**config.mk**
```make
export PLATFORM = sky130hd
export DESIGN_NAME = pipe_stage_buf
export DESIGN_NICKNAME = d
export VERILOG_FILES = /design/src/rtl/pipe_stage_buf.sv
export SDC_FILE = /design/constraint.sdc
export NUM_CORES = 1
export LEC_CHECK = 0
export ABC_AREA = 1
export CORE_UTILIZATION = 26
export CTS_CLUSTER_SIZE = 40
export DETAILED_ROUTE_END_ITERATION = 6
export PLACE_DENSITY = 0.6
export SLEW_MARGIN = 20
export SYNTH_ARGS = -nofsm -noshare
export SYNTH_HDL_FRONTEND = slang
export SYNTH_SLANG_ARGS = --single-unit
```
**constraint.sdc**
```tcl
create_clock -name clk -period 4.8 [get_ports clk]
set_input_delay 0.48 -clock clk [delete_from_list [all_inputs] [get_ports clk]]
set_output_delay 0.48 -clock clk [all_outputs]
set_load 0.03 [all_outputs]
```
**src/rtl/pipe_stage_buf.sv**
```systemverilog
// Two-entry (main + skid) valid/ready pipeline buffer with flush, freeze and exception encoding.
// Define PIPE_STAGE_PERF_EN to add the backpressure and flush performance counters.
module pipe_stage_buf #(
    parameter int DATA_W = 64,
    parameter int EXC_W  = 12,
    parameter int CODE_W = $clog2(EXC_W)
) (
    input  logic              clk,
    input  logic              rst,
    input  logic              i_valid,
    output logic              o_ready,
    input  logic [DATA_W-1:0] i_data,
    input  logic [EXC_W-1:0]  i_exc,
    input  logic              i_flush,
    input  logic              i_stall,
    output logic              o_valid,
    input  logic              i_ready,
    output logic [DATA_W-1:0] o_data,
    output logic [EXC_W-1:0]  o_exc,
    output logic              o_exc_any,
    output logic [CODE_W-1:0] o_exc_code
`ifdef PIPE_STAGE_PERF_EN
    ,
    output logic [31:0]       o_bp_cnt,
    output logic [15:0]       o_flush_cnt
`endif
);

    typedef enum logic [1:0] {
        EMPTY = 2'd0,
        ONE   = 2'd1,
        FULL  = 2'd2
    } occ_e;

    occ_e              state_q, state_d;
    logic [DATA_W-1:0] main_data_q, skid_data_q;
    logic [EXC_W-1:0]  main_exc_q, skid_exc_q;
    logic              main_vld;
    logic              accept;
    logic              pop;
    logic              load_main_in;
    logic              load_main_skid;
    logic              load_skid;
    logic [CODE_W-1:0] exc_code;

    // Ready comes only from registered occupancy and the freeze input, never from i_ready.
    assign main_vld = (state_q != EMPTY);
    assign o_valid  = main_vld;
    assign o_ready  = (state_q != FULL) & ~i_stall;
    assign accept   = i_valid & o_ready & ~i_flush;
    assign pop      = main_vld & i_ready & ~i_stall & ~i_flush;

    always_ff @(posedge clk or posedge rst) begin
        if (rst) begin
            state_q <= EMPTY;
        end else begin
            state_q <= state_d;
        end
    end

    always_comb begin
        state_d        = state_q;
        load_main_in   = 1'b0;
        load_main_skid = 1'b0;
        load_skid      = 1'b0;
        if (i_flush) begin
            state_d = EMPTY;
        end else begin
            case (state_q)
                EMPTY: begin
                    if (accept) begin
                        state_d      = ONE;
                        load_main_in = 1'b1;
                    end
                end
                ONE: begin
                    if (accept && pop) begin
                        load_main_in = 1'b1;
                    end else if (accept) begin
                        state_d   = FULL;
                        load_skid = 1'b1;
                    end else if (pop) begin
                        state_d = EMPTY;
                    end
                end
                FULL: begin
                    if (pop) begin
                        state_d        = ONE;
                        load_main_skid = 1'b1;
                    end
                end
                default: state_d = EMPTY;
            endcase
        end
    end

    // Flush only drops the valids; payload registers keep their contents.
    always_ff @(posedge clk or posedge rst) begin
        if (rst) begin
            main_data_q <= '0;
            main_exc_q  <= '0;
            skid_data_q <= '0;
            skid_exc_q  <= '0;
        end else begin
            if (load_main_in) begin
                main_data_q <= i_data;
                main_exc_q  <= i_exc;
            end else if (load_main_skid) begin
                main_data_q <= skid_data_q;
                main_exc_q  <= skid_exc_q;
            end
            if (load_skid) begin
                skid_data_q <= i_data;
                skid_exc_q  <= i_exc;
            end
        end
    end

    assign o_data = main_data_q;

    genvar gi;
    generate
        for (gi = 0; gi < EXC_W; gi++) begin : g_exc_mask
            assign o_exc[gi] = main_exc_q[gi] & main_vld;
        end
    endgenerate

    // Ascending scan so the highest set bit is the last one written.
    always_comb begin
        exc_code = '0;
        for (int i = 0; i < EXC_W; i++) begin
            if (o_exc[i]) begin
                exc_code = i[CODE_W-1:0];
            end
        end
    end

    assign o_exc_any  = |o_exc;
    assign o_exc_code = exc_code;

`ifdef PIPE_STAGE_PERF_EN
    logic [31:0] bp_cnt_q;
    logic [15:0] flush_cnt_q;

    always_ff @(posedge clk or posedge rst) begin
        if (rst) begin
            bp_cnt_q    <= '0;
            flush_cnt_q <= '0;
        end else begin
            if ((main_vld & ~i_ready) | i_stall) begin
                bp_cnt_q <= bp_cnt_q + 32'd1;
            end
            if (i_flush && (flush_cnt_q != 16'hFFFF)) begin
                flush_cnt_q <= flush_cnt_q + 16'd1;
            end
        end
    end

    assign o_bp_cnt    = bp_cnt_q;
    assign o_flush_cnt = flush_cnt_q;
`endif

endmodule

```
Word level (Yosys, flattened, before mapping) --
Cells that the tools add are included.
Word-level totals: output and inout bits 83, logic and storage cells 70, bits in registers 154, bits of input ports 82
Operators by class: reductions and logical operators 6, mux-type cells 32, bitwise logic cells 20, eq/ne operators 7
Operators with widths (number):
- $mux 64 | 2
- $mux 4 | 10
- $mux 12 | 2
- $and 1x1->1 | 18
- $mux 2 | 6
- $reduce_or 12->1 | 1
- $mux 1 | 10
- $ne 3x3->1 const B | 3
- $pmux 2 s3 | 1
- $ne 4x4->1 const B | 1
- $reduce_and 4->1 | 1
- $reduce_bool 2->1 | 2
- $eq 2x1->1 const B | 1
- $eq 2x2->1 const B | 1
- $logic_not 2->1 | 1
- $ne 2x2->1 const B | 1
- $not 1->1 | 2
- $pmux 1 s2 | 1
- $logic_and 1x1->1 | 1

Longest topological paths before layout --
word-level depth 13, depth in mapped cells 12, gate-level depth less buffers 12

Worst setup path before layout --
OpenSTA, ideal clock, no wires.
path type reg2out, from reg state_q[0], to out o_exc_code[2], path buffers 0, setup slack 2.474 ns, stages on the path, launching flop included 8, arrival 1.846 ns, data required time 4.320 ns, cells stage by stage dfrtp_1 > inv_2 > nand2_4 > inv_2 > nor2_1 > nor2_1 > nand2_1 > nor2_1
On the way: elaborated cells on any way between the ends 19, those cells by class mux: 9; bitwise: 9; reduce/logical: 1
RTL lines:
- start: declaration | line 35 | occ_e state_q, state_d;
- start signal: assignment | line 57 | state_q <= state_d;
- $reduce_bool 2->1 | line 47 | assign main_vld = (state_q != EMPTY);
- named net o_valid | line 16 | output logic o_valid,
- $and 1x1->1 | line 124 | assign o_exc[gi] = main_exc_q[gi] & main_vld;
- named net o_exc[10] | line 19 | output logic [EXC_W-1:0] o_exc,
- $mux 4 (2 in a row) | line 132 | if (o_exc[i]) begin
- end: declaration | line 21 | output logic [CODE_W-1:0] o_exc_code
The timed path passes the listed nets, and every way through them passes these cells.

Worst setup path after layout --
from reg state_q[0], to out o_exc_code[0]
On the way: word-level cells in the longest chain between the ends 13, elaborated cells on any way between the ends 23, those cells by class mux: 11; bitwise: 11; reduce/logical: 1
Ends and longest elaborated chain (line):
- $reduce_bool 2->1 (*) | 47
- $and 1x1->1 | 124
- $mux 1 | 132
- $mux 4 (9 in a row) | 132
- $mux 4 (*) | 132
Every way passes the cells marked *; elsewhere a longest branch is shown, timed or not.

==> results_dict.tcl <==
set metrics [dict create \
    status "finished clean" \
    antenna_found_initial 0 \
    utilization_pct 35.3 \
    ys_types 23 \
    drv_cap 0 \
    cts_buffers 17 \
    cp_cell_sequence "inv_2, nand2_4, inv_2, nor2_1, inv_1, nand2_1, nand2_1, nand2_1, nand2_1, nand2_1, nand2_1, nand2_1, clkdlybuf4s50_1" \
    synth_warnings 0 \
    fin_crit_ps 3030 \
    slowest_delay_ps 720 \
    setup.worst_path.end_class "output pin" \
    final_cell_area_um2 9820 \
    grt_overflow_total 0 \
    relSlewSlack_pct 42.3 \
    final_cell_mix "174 x inv_1, 164 x clkdlybuf4s50_1, 154 x dfrtp_1" \
    critPathArrivalTime_ps 2550 \
    syn-num-nets 823 \
    cts_max_path_buffers 2 \
    power.density_nw_per_um2 544 \
    first_pass_iters 4 \
    worstHoldStart "skid_data_q[8]" \
    setup_slack_ps 1770 \
    fin_crit_sh_pct 63.2 \
    power.total_mw 5.34 \
    drtIter0Drc 377 \
    n_antenna_cell 0 \
    drive_above_1_share_pct 14.5 \
    hpwl_um 10700 \
    slew_violations 0 \
    path_class "register to output pin" \
    grt_max_degree 92 \
    setup_tns_ps 0 \
    finClkSkew_ps 11.5 \
    cts_hold_buf 0 \
    r2r_slack_ps 2440 \
    netlist_instances 741 \
    ant_nets 0 \
    clk-insertion-delay-late_ps 420 \
    syn_to_final_growth_pct 33.7 \
    rsz0062_at_grt "no" \
    mappedNetlistArea_um2 7340 \
    clock-sinks 154 \
    core_um2 27800 \
    die_y_um 170 \
    post_cts_buffers 0 \
    initial_core_util_pct 26.4 \
    first_global_vias 5468 \
    cts_tree "done" \
    p_leak_nw 4.49 \
    ys_seq_area_share_pct 52.5 \
    cp_data_required_time_ps 4320 \
    h-tree-depth 4 \
    placed_area_um2 9230 \
    grt_pass1_wl_um 27700 \
    final_common_cell "inv_1" \
    start_kind "register" \
    io_buffers 164 \
    hold_violations 0 \
    placed_cells 1241 \
    post_drt_wl_per_cell_um 13.1 \
    grtUsageTotal_pct 12.1 \
    finalNonFillerCells 1273 \
    dieArea_um2 28900 \
    clock.fmax_mhz 330 \
    cpMaxStageDelayCell "clkdlybuf4s50_1" \
    r2r_start "state_q[0]" \
    vias_per_cell 4.30 \
    clk_pin_slew_ps 60 \
    hold_path_class "register to register" \
    fill_cells 2849 \
    timing.hold.ws_ps 487 \
    die_w_um 170 \
    num_io_pins 165 \
    cts_root_buf "clkbuf_16" \
    post_cts_resized 0 \
    postRouteWirelength_um 16700 \
    worstPathMaxFanout 10 \
    syn_area_per_cell_um2 9.91 \
    cp_common_cell "nand2_1" \
    dp_slack_ps 1950 \
    setup_violations 0 \
    crit_start "state_q[0]" \
    row_count 61 \
    final_nets 964 \
    worstMarginPinSlew_ps 865 \
    num_vias 5479 \
    peakVddDrop_mv 0.198 \
    drc 0 \
    ys_seq_elements 154 \
    gp_congestion 0.724 \
]
metal layers:
metal | vias to the layer above | track usage (%) | part of all wire, %
met3 | 12 | 2.51 | 4.3
met1 | 2643 | 16.0 | 47
met4 | 0 | 4.47 | 1.4
met5 | - | 0 | 0
met2 | 104 | 19.3 | 47
li1 | 2720 | - | -
sequential cells by signal, summed over array words and instances (netlist names):
signal	flops
o_data	64
main_exc_q	12
skid_exc_q	12
skid_data_q	64
state_q	2
path summary, 6_finish.rpt:
| check | depth (start not counted) | endpoint |
|---|---|---|
| worst min register to register | 2 | skid_data_q[8] |
| worst max-delay path | 13 | o_exc_code[0] |
| worst max register to register | 10 | o_data[45] |
| max in group asynchronous | 3 | skid_data_q[9] |
| min in group asynchronous | 2 | o_data[41] |
| worst min-delay path | 2 | skid_data_q[8] |
power by group:
group,internal [mW],switching [mW]
combinational,0.840,1.10
sequential,1.78,0.271
clock,0.740,0.611
cell families after synthesis:
kind of cell,synth area share (%)
flip-flops,52.5
AND/OR/NAND/NOR,13.4
AO/OA/AOI/OAI,20.5
buffers and inverters,13.6
worst max-delay path: cells and delay by family (launching register included):
kind / cells / cell delay, ps
flip-flops: 1 / 390
AND/OR/NAND/NOR: 9 / 720
buffers and inverters: 4 / 1020
Yosys cell counts, drive strengths merged:
master / number / area, um^2
nand2: 102 / 405
nor3: 1 / 10.0
nand4: 1 / 6.26
o211ai: 1 / 7.51
nor2: 16 / 60.1
o2111a: 1 / 11.3
o221ai: 76 / 1100
buf: 37 / 282
clkbuf: 11 / 41.3
o21ai: 77 / 385
dfrtp: 154 / 3850
nor4: 2 / 12.5
inv: 179 / 672
nand3: 83 / 490
area by class of cell:
cell class | instances | area, um^2 | area share, %
inverter | 179 | 677 | 6.90
sequential | 154 | 3850 | 39.3
timing repair buffer | 170 | 1720 | 17.6
tap | 378 | 473 | 4.82
clock buffer | 18 | 429 | 4.37
multi-input combinational | 360 | 2510 | 25.5
clock inverter | 14 | 153 | 1.56
Note: power is estimated with default switching activity, not from simulation.
